`config.mk`:
```
export PLATFORM = sky130hd
export DESIGN_NAME = rl_force_collector
export DESIGN_NICKNAME = d
export VERILOG_FILES = /design/src/rtl/rl_force_collector.sv
export SDC_FILE = /design/constraint.sdc
export NUM_CORES = 1
export LEC_CHECK = 0
export CAP_MARGIN = 10
export CORE_ASPECT_RATIO = 1.75
export CORE_MARGIN = 5
export CORE_UTILIZATION = 57
export CTS_BUF_LIST = sky130_fd_sc_hd__clkbuf_4
export CTS_CLUSTER_DIAMETER = 200
export DETAILED_ROUTE_END_ITERATION = 8
export PLACE_DENSITY = 0.9
export RECOVER_POWER = 100
export SETUP_SLACK_MARGIN = 0.5
export SYNTH_ARGS = -nofsm -noshare
export SYNTH_HDL_FRONTEND = slang
export SYNTH_SLANG_ARGS = --single-unit
```
`constraint.sdc`:
```
create_clock -name clk -period 7.5 [get_ports clk]
set_clock_uncertainty 0.1 [all_clocks]
set_input_delay 1.5 -clock clk [delete_from_list [all_inputs] [get_ports clk]]
set_output_delay 1.5 -clock clk [all_outputs]
set_load 0.1 [all_outputs]
```
`src/rtl/rl_force_collector.sv`:
```
`default_nettype none
// rl_force_collector: merges CHANNEL_NUM pipeline force streams through 1-entry buffers and a
// round-robin arbiter into a single registered output. Optional counters: RL_COLLECTOR_STATS_EN.
module rl_force_collector #(
   parameter int DATA_WIDTH  = 32,
   parameter int CHANNEL_NUM = 8,
   parameter int CH_ID_WIDTH = 3,
   parameter int COUNT_WIDTH = 16
) (
   input  logic                              clk,
   input  logic                              rst,
   input  logic                              start,
   input  logic [CHANNEL_NUM*DATA_WIDTH-1:0] in_force,
   input  logic [CHANNEL_NUM-1:0]            in_valid,
   output logic [CHANNEL_NUM-1:0]            in_ready,
   input  logic [CHANNEL_NUM-1:0]            in_done,
   output logic [DATA_WIDTH-1:0]             out_force,
   output logic [CH_ID_WIDTH-1:0]            out_ch,
   output logic                              out_valid,
   input  logic                              out_ready,
   output logic                              busy,
   output logic                              done,
   output logic [COUNT_WIDTH-1:0]            result_count,
   output logic                              drop_err
);

   typedef enum logic [1:0] {
      IDLE    = 2'd0,
      COLLECT = 2'd1,
      DRAIN   = 2'd2,
      DONE    = 2'd3
   } state_t;

   state_t                   state_q, state_d;
   logic [CHANNEL_NUM-1:0]   buf_valid_q;
   logic [DATA_WIDTH-1:0]    buf_data_q [CHANNEL_NUM];
   logic [CHANNEL_NUM-1:0]   done_seen_q, done_seen_d;
   logic [CH_ID_WIDTH-1:0]   rr_ptr_q, rr_ptr_d;
   logic                     out_valid_q, out_valid_d;
   logic [DATA_WIDTH-1:0]    out_force_q, out_force_d;
   logic [CH_ID_WIDTH-1:0]   out_ch_q, out_ch_d;

   logic                     run_active, start_ok, out_load, grant_found;
   logic [CHANNEL_NUM-1:0]   accept, grant_oh;
   logic [CH_ID_WIDTH-1:0]   grant_id;
   logic [DATA_WIDTH-1:0]    grant_data;

   assign run_active = (state_q == COLLECT) || (state_q == DRAIN);
   assign start_ok   = start && ((state_q == IDLE) || (state_q == DONE));
   assign in_ready   = ~buf_valid_q & {CHANNEL_NUM{run_active}};
   assign accept     = in_valid & in_ready;
   assign out_load   = !out_valid_q || out_ready;

   // Outer loop walks offsets from the pointer so the nearest full buffer wins.
   always_comb begin
      grant_oh    = '0;
      grant_id    = '0;
      grant_found = 1'b0;
      if (out_load) begin
         for (int i = 0; i < CHANNEL_NUM; i++) begin
            for (int c = 0; c < CHANNEL_NUM; c++) begin
               if (!grant_found && buf_valid_q[c] &&
                   ((int'(rr_ptr_q) + i == c) || (int'(rr_ptr_q) + i == c + CHANNEL_NUM))) begin
                  grant_found = 1'b1;
                  grant_oh[c] = 1'b1;
                  grant_id    = CH_ID_WIDTH'(c);
               end
            end
         end
      end
   end

   always_comb begin
      grant_data = '0;
      for (int c = 0; c < CHANNEL_NUM; c++) begin
         if (grant_oh[c]) grant_data = grant_data | buf_data_q[c];
      end
   end

   always_comb begin
      state_d     = state_q;
      done_seen_d = done_seen_q;
      rr_ptr_d    = rr_ptr_q;
      out_valid_d = out_valid_q;
      out_force_d = out_force_q;
      out_ch_d    = out_ch_q;
      case (state_q)
         IDLE, DONE: begin
            if (start_ok) begin
               state_d     = COLLECT;
               done_seen_d = '0;
            end
         end
         COLLECT: begin
            done_seen_d = done_seen_q | in_done;
            if (&done_seen_q) state_d = DRAIN;
         end
         DRAIN: begin
            // A late capture on this edge would strand data in DONE, so wait for it.
            if ((buf_valid_q == '0) && (accept == '0) && !out_valid_q) state_d = DONE;
         end
         default: state_d = IDLE;
      endcase
      if (grant_found) begin
         out_valid_d = 1'b1;
         out_force_d = grant_data;
         out_ch_d    = grant_id;
         rr_ptr_d    = (grant_id == CH_ID_WIDTH'(CHANNEL_NUM - 1)) ? '0 : grant_id + 1'b1;
      end else if (out_valid_q && out_ready) begin
         out_valid_d = 1'b0;
      end
   end

   always_ff @(posedge clk or negedge rst) begin
      if (!rst) begin
         state_q     <= IDLE;
         done_seen_q <= '0;
         rr_ptr_q    <= '0;
         out_valid_q <= 1'b0;
         out_force_q <= '0;
         out_ch_q    <= '0;
      end else begin
         state_q     <= state_d;
         done_seen_q <= done_seen_d;
         rr_ptr_q    <= rr_ptr_d;
         out_valid_q <= out_valid_d;
         out_force_q <= out_force_d;
         out_ch_q    <= out_ch_d;
      end
   end

   always_ff @(posedge clk or negedge rst) begin
      if (!rst) begin
         buf_valid_q <= '0;
         for (int c = 0; c < CHANNEL_NUM; c++) buf_data_q[c] <= '0;
      end else begin
         for (int c = 0; c < CHANNEL_NUM; c++) begin
            if (accept[c]) begin
               buf_valid_q[c] <= 1'b1;
               buf_data_q[c]  <= in_force[c*DATA_WIDTH +: DATA_WIDTH];
            end else if (grant_oh[c]) begin
               buf_valid_q[c] <= 1'b0;
            end
         end
      end
   end

`ifdef RL_COLLECTOR_STATS_EN
   logic [COUNT_WIDTH-1:0] result_count_q;
   logic                   drop_err_q;

   always_ff @(posedge clk or negedge rst) begin
      if (!rst) begin
         result_count_q <= '0;
         drop_err_q     <= 1'b0;
      end else if (start_ok) begin
         result_count_q <= '0;
         drop_err_q     <= 1'b0;
      end else begin
         if (out_valid_q && out_ready && !(&result_count_q))
            result_count_q <= result_count_q + 1'b1;
         if (!run_active && (|in_valid))
            drop_err_q <= 1'b1;
      end
   end

   assign result_count = result_count_q;
   assign drop_err     = drop_err_q;
`else
   assign result_count = '0;
   assign drop_err     = 1'b0;
`endif

   assign out_valid = out_valid_q;
   assign out_force = out_force_q;
   assign out_ch    = out_ch_q;
   assign busy      = run_active;
   assign done      = (state_q == DONE);

endmodule
`default_nettype wire

```
* After elaboration in Yosys (flattened, before gate mapping)
Index checks and enable logic that the tools add are counted. Widths: inputs -> output; s select.
Storage, ports and cells: memory bits (read-only) 0, bits in latches 0, output and inout bits 63, flip-flop bits (word level) 313, memories kept 0, input port bits 276, RAM bits 0
Cells by class: reductions and logical operators 279, muxes and demuxes 289, shift-type cells 0, add/subtract/negate cells 8, equal/unequal tests 119, bitwise logic cells 11, multipliers 0, div/mod/pow operators 0, magnitude comparators 0
Operator list (number):
- $eq 32x5->1 const B | 49
- $eq 32x4->1 const B | 28
- $eq 32x3->1 const B | 14
- $logic_not 32->1 | 8
- $mux 32 | 8
- $eq 32x2->1 const B | 7
- $or 32x32->32 | 7
- $mux 1 | 210
- $mux 3 | 64
- $logic_and 1x1->1 | 131
- $logic_not 1->1 | 64
- $logic_or 1x1->1 | 59
- $eq 4x4->1 const B | 7
- $reduce_bool 2->1 | 10
- $add 3x3->4 const B | 4
- $and 8x8->8 | 2
- $logic_not 8->1 | 2
- $mux 8 | 2
- $pmux 8 s2 | 1
- $eq 3x3->1 const B | 5
- $add 3x2->4 const B | 2
- $not 8->8 | 1
- $or 8x8->8 | 1
- $reduce_and 8->1 | 1
- 14 further kinds | 19

* Longest topological paths before layout
depth in word-level cells 334, gate-level depth with buffers 18

* Worst setup path after synthesis
Ideal clock, no wire load.
path kind flip-flop to flip-flop, from register rr_ptr_q[2], to register rr_ptr_q[2], cell stages (with the launch flop) 18, data required time 7.266 ns, period minus slack after synthesis 4.277 ns, path slack 3.223 ns, buffers on the path 3, arrival 4.043 ns, cells stage by stage dfrtp_1 clkbuf_1 clkbuf_1 inv_1 ha_1 buf_2 a21boi_0 a221o_1 and4_1 a32o_1 a22oi_1 o221ai_1 or4_1 and2_1 ha_1 ha_1 nand2_1 o21ai_0
On the way: longest elaborated chain between the ends 321, elaborated cells between the ends (all ways) 568, those cells by class 8 x add/sub; 113 x eq/ne; 193 x mux; 254 x reduce/logical
RTL lines:
- start: declaration | RTL line 38 | logic [CH_ID_WIDTH-1:0] rr_ptr_q, rr_ptr_d;
- start signal: assignment | RTL line 125 | rr_ptr_q <= rr_ptr_d;
- $logic_not 32->1 | RTL line 63 | ((int'(rr_ptr_q) + i == c) || (int'(rr_ptr_q) + i == c + CHANNEL_NUM))) begin
- $logic_and 1x1->1 | RTL line 62 | if (!grant_found && buf_valid_q[c] &&
- $mux 1 | RTL line 62
- $mux 1 | RTL line 59 | if (out_load) begin
- $logic_not 1->1 | RTL line 62
- $logic_and 1x1->1 (2 in series) | RTL line 62
- $mux 1 | RTL line 62
- $mux 1 | RTL line 59
- (+304 left out)
- $mux 1 | RTL line 59
- $logic_not 1->1 | RTL line 62
- $logic_and 1x1->1 (2 in series) | RTL line 62
- $mux 3 * | RTL line 62
- $mux 3 * | RTL line 59
- net grant_id[0] | RTL line 45 | logic [CH_ID_WIDTH-1:0] grant_id;
- $add 3x1->3 or $eq 3x3->1 (tied branches) | RTL line 108 | rr_ptr_d = (grant_id == CH_ID_WIDTH'(CHANNEL_NUM - 1)) ? '0 : grant_id + 1'b1;
- $mux 3 * | RTL line 108
The timed path passes the listed nets; every way through them passes the cells marked *. The select of a mux whose other input is x is not followed. A chain may end at the register's enable or synchronous reset.

* Final worst setup path
from register rr_ptr_q[1], to register out_force_q[26] (netlist: out_force[26])
On the way: longest elaborated chain between the ends 320, elaborated cells between the ends (all ways) 580, those cells by class 7 x add/sub; 112 x eq/ne; 200 x mux; 7 x bitwise; 254 x reduce/logical
RTL lines:
- $logic_not 32->1 | RTL line 63
- $logic_and 1x1->1 | RTL line 62
- $mux 1 | RTL line 62
- $mux 1 | RTL line 59
- $logic_not 1->1 | RTL line 62
- $logic_and 1x1->1 (2 in series) | RTL line 62
- $mux 1 | RTL line 62
- $mux 1 | RTL line 59
- (+301 left out)
- $logic_and 1x1->1 (2 in series) | RTL line 62
- $mux 1 | RTL line 62
- $mux 1 | RTL line 59
- $logic_not 1->1 | RTL line 62
- $logic_and 1x1->1 (2 in series) | RTL line 62
- $mux 1 | RTL line 62
- $mux 8 | RTL line 59
- $mux 32 | RTL line 76 | if (grant_oh[c]) grant_data = grant_data | buf_data_q[c];
- end signal: assignment | RTL line 127 | out_force_q <= out_force_d;
- end: declaration | RTL line 40 | logic [DATA_WIDTH-1:0] out_force_q, out_force_d;
Several ways; a longest one is shown, not always the timed one. The select of a mux whose other input is x is not followed.

==> summary.txt <==
STA
  • RSZ-0062 raised after global routing: false
  • Tmin final: 6300 ps
  • Final worst-path cycle share: 84.0%
  • Worst-margin pin slew: 3410 ps
  • Relative slew slack: -127%
  • Slew Viols, Final: 415
  • Endpoints failing setup: 0
  • PnR worst setup slack: 1200 ps
  • Fin. Hold Viols: 0
  • Fmax: 159 MHz
  • Setup TNS: 0 ps

Yosys
  • FF+latch count, synth: 313
  • Synth Area in Compound Gates: 14.7%
  • Syn avg cell area: roughly 12 µm²
  • FFs w/ async S/R, synth: 100%
  • Post-synthesis sequential area ratio: 51.1%
  • Synth Area in Adders: 1.06%
  • Area leader, netlist: dfrtp_1
  • EDFF count, synth: 0
  • Synth Area in Simple Gates: 8.85%
  • Xor and xnor area share after synthesis: 0%
  • Top_reg_cell synth: dfrtp_1
  • Largest family of logic cells by synthesized area: multiplexers
  • Post-Syn Instances: between 1000 and 1500
  • Syn. warnings: 0
  • Multiplexer share of the synthesized area: 19.8%
  • Top-area cell type share of the netlist area: roughly 51%
  • Mapped cell area: 0.0153 mm²
  • Top cells by area, synth: dfrtp_1 51%, mux2_2 19%, a32oi_1 2.0%
  • Yosys cell types: 81

Routing
  • Wire length per cell: 28.1 µm
  • Vias/cell: 6.62
  • TritonRoute pass-1 iters: 5
  • DRC Markers: 0
  • DRT Wirelength: ~55000 µm
  • Iteration-0 DRC count of the detailed router: 921
  • Number of vias in the routed layout: 13100
  • Routed Antenna Nets: 0

Die
  • # IOs: approximately 340
  • Initial Util: 57.6%
  • Chip height: 227 µm
  • Die X: approximately 130 µm
  • Core ar.: 0.0266 mm²
  • # rows: between 70 and 80
  • Die area: 0.0304 mm²

Critical path
  • WS Path Type: flop to flop
  • Crit start category: flop
  • CP arrival: 6820 ps
  • WP data required: between 8000 and 9000 ps
  • CP Max Fanout: 24
  • Worst r2r src: rr_ptr_q[1]
  • RR Endpoint: out_force[26]
  • Cells on worst reg2reg path: 13
  • CP endpoint kind: flop
  • Worst reg-to-reg setup slack: 1200 ps

Power and ir drop
  • Combinational share of power: 51.7%
  • LEAKAGE: 7.94 nW
  • Clock share of power: 14.5%
  • Pint: 5.06 mW
  • Sequential power share: 33.8%
  • Switching share of total power: 46.9%
  • Psw: 4.47 mW
  • Power per cell area: ~490 mW/mm²
  • Peak VDD IR: ~270 µV

CTS
  • CTS Buffer Depth: 3
  • Post-CTS sizing: 0
  • CTS tree: done
  • Clock slew at reported path FFs: 70 ps
  • Hold-fix buffers, CTS: 0
  • Setup repair bufs after CTS: 0
  • H-tree Lvls: 3
  • Worst skew pair latency: 710 ps
  • Sink Count: 313
  • CTS Root Cell: clkbuf_4
  • Total CTS buffers: 73

GRT
  • Grt total ovfl: 0
  • Initial antenna violation count: 3
  • Pin count of the biggest net entering global routing: 181
  • First-pass GRT wire length: 83000 µm
  • Gr usage total: 36.2%
  • Vias in the first global route: 14300

Place
  • Port Buffers: 321
  • Worst slack at placement: 2120 ps
  • Hpwl dp: ~38000 µm
  • Final Wtd Congestion: 1.00

Hold path
  • Hold path start: out_ch[1]
  • Hold Crit Depth: 1
  • Hold Path End: out_ch[1]
  • Min-delay worst type: flop to flop

Run status
  • Status: finished with violations
  • Violated checks: max-capacitance violations, max-slew violations

Final layout
  • P&R area growth vs syn: 27.2%
  • Most frequent cells in the layout: 313 x dfrtp_1, 273 x clkdlybuf4s50_1, 255 x mux2_2
  • Share of cells above drive strength 1: 24.6%
  • NumNets Final: 1884
  • Most common cell after layout, fill and taps aside: dfrtp_1
  • Layout fillers: 1794

Run
  • Max Cap Violations: 9
[cell usage after synthesis (4+ instances only)]
cell      number
a21o_1         9
a21oi_1       33
a221oi_1      33
a22oi_1       33
a31oi_1       36
a32oi_1       35
and2_1        13
and3_1        32
buf_1          5
buf_2         24
buf_4         22
buf_6          6
clkbuf_1      66
dfrtp_1      313
ha_1          13
inv_1         16
mux2_2       258
mux2i_1       10
nand2_1       36
nand2b_1       9
nand3_1       48
nand4_1       11
nor2_1        62
nor2b_1        4
nor3_1         6
nor4_1        10
o211a_1        5
o211ai_1      35
o21ai_0       21
or2_2          4
or3_1          5
[metal layers]
| metal | GRT usage [%] | routed length, µm | vias up |
|---|---|---|---|
| met5 | 0 | 0 | - |
| met3 | 7.66 | 4190 | 242 |
| met1 | 38.2 | 18100 | 6520 |
| met2 | 63.8 | 29100 | 820 |
| met4 | 25.3 | 4030 | 0 |
| li1 | - | - | 5493 |
[power groups by stage]
| stage | clock network (mW) | registers (mW) | logic [mW] |
|---|---|---|---|
| CTS | 1.40 | 3.20 | 4.87 |
| global route | 1.48 | 3.30 | 5.15 |
| global placement | 0 | 3.18 | 4.77 |
| detailed placement | 0 | 3.22 | 4.85 |
| floorplan | 0 | 3.60 | 2.94 |
| finish | 1.38 | 3.22 | 4.93 |
[cell type report]
class | count | area (µm²) | share of cell area [%]
Inverter | 16 | 60.1 | 0.308
Clock buffer | 108 | 811 | 4.16
Sequential cell | 313 | 7830 | 40.2
Tap cell | 324 | 405 | 2.08
Multi-Input combinational cell | 854 | 6930 | 35.6
Timing Repair Buffer | 337 | 3330 | 17.1
Antenna cell | 2 | 5.00 | 0.0257
Clock inverter | 20 | 105 | 0.540
[worst max-delay path, cell delays in order, from the launching register on]
cell       delay (ps)
dfrtp_1           850
clkbuf_1          620
inv_1             280
ha_1              610
inv_1             300
o31a_1            450
nand4_1           380
nor2_1            340
o2111ai_1         270
a21oi_4           850
clkbuf_1          590
a22oi_1           170
and3_1            240
a31oi_1           190
[cells by family (layout without fill, tap and decap cells)]
logic type               after synthesis  after routing
other                                  1             19
AND/OR/NAND/NOR                      260            260
multiplexers                         270            270
AO/OA/AOI/OAI                        294            294
adder cells (fa/ha/maj)               13             13
flip-flops                           313            313
buffers and inverters                139            481
[state kept, by name, summed over array words and instances, names as in the netlist]
| register | cells |
|---|---|
| buf_data_q | 256 |
| state_q | 2 |
| out_valid | 1 |
| buf_valid_q | 8 |
| done_seen_q | 8 |
| out_ch | 3 |
| rr_ptr_q | 3 |
| out_force | 32 |
[worst max-delay path by stage]
stage / cells past startpoint / start / endpoint / slack [ps]
after floorplan: 17 / rr_ptr_q[2] / rr_ptr_q[2] / 3220
after global placement: 14 / rr_ptr_q[1] / rr_ptr_q[0] / 2040
after detailed placement: 14 / rr_ptr_q[0] / rr_ptr_q[0] / 2120
after CTS: 14 / rr_ptr_q[1] / rr_ptr_q[0] / 2090
after global routing: 12 / rr_ptr_q[1] / out_force[1] / 1050
final: 13 / rr_ptr_q[1] / out_force[26] / 1200
[metrics by stage]
| step | hold WS, ps | cells | instance area (µm²) | power, mW | utilization, % |
|---|---|---|---|---|---|
| 4_1_cts | 403 | 1972 | 19500 | 9.47 | 73.4 |
| 5_1_grt | 414 | 1974 | 19500 | 9.94 | 73.3 |
| 3_5_place_dp | 387 | 1844 | 18600 | 8.07 | 69.9 |
| 2_1_floorplan | 380 | 1306 | 15400 | 6.54 | - |
| 6_report | 398 | 1974 | 19500 | 9.53 | 73.3 |
| 3_3_place_gp | 376 | 1844 | 18600 | 7.95 | 69.9 |
No activity file was read; power rests on OpenSTA's default activity.
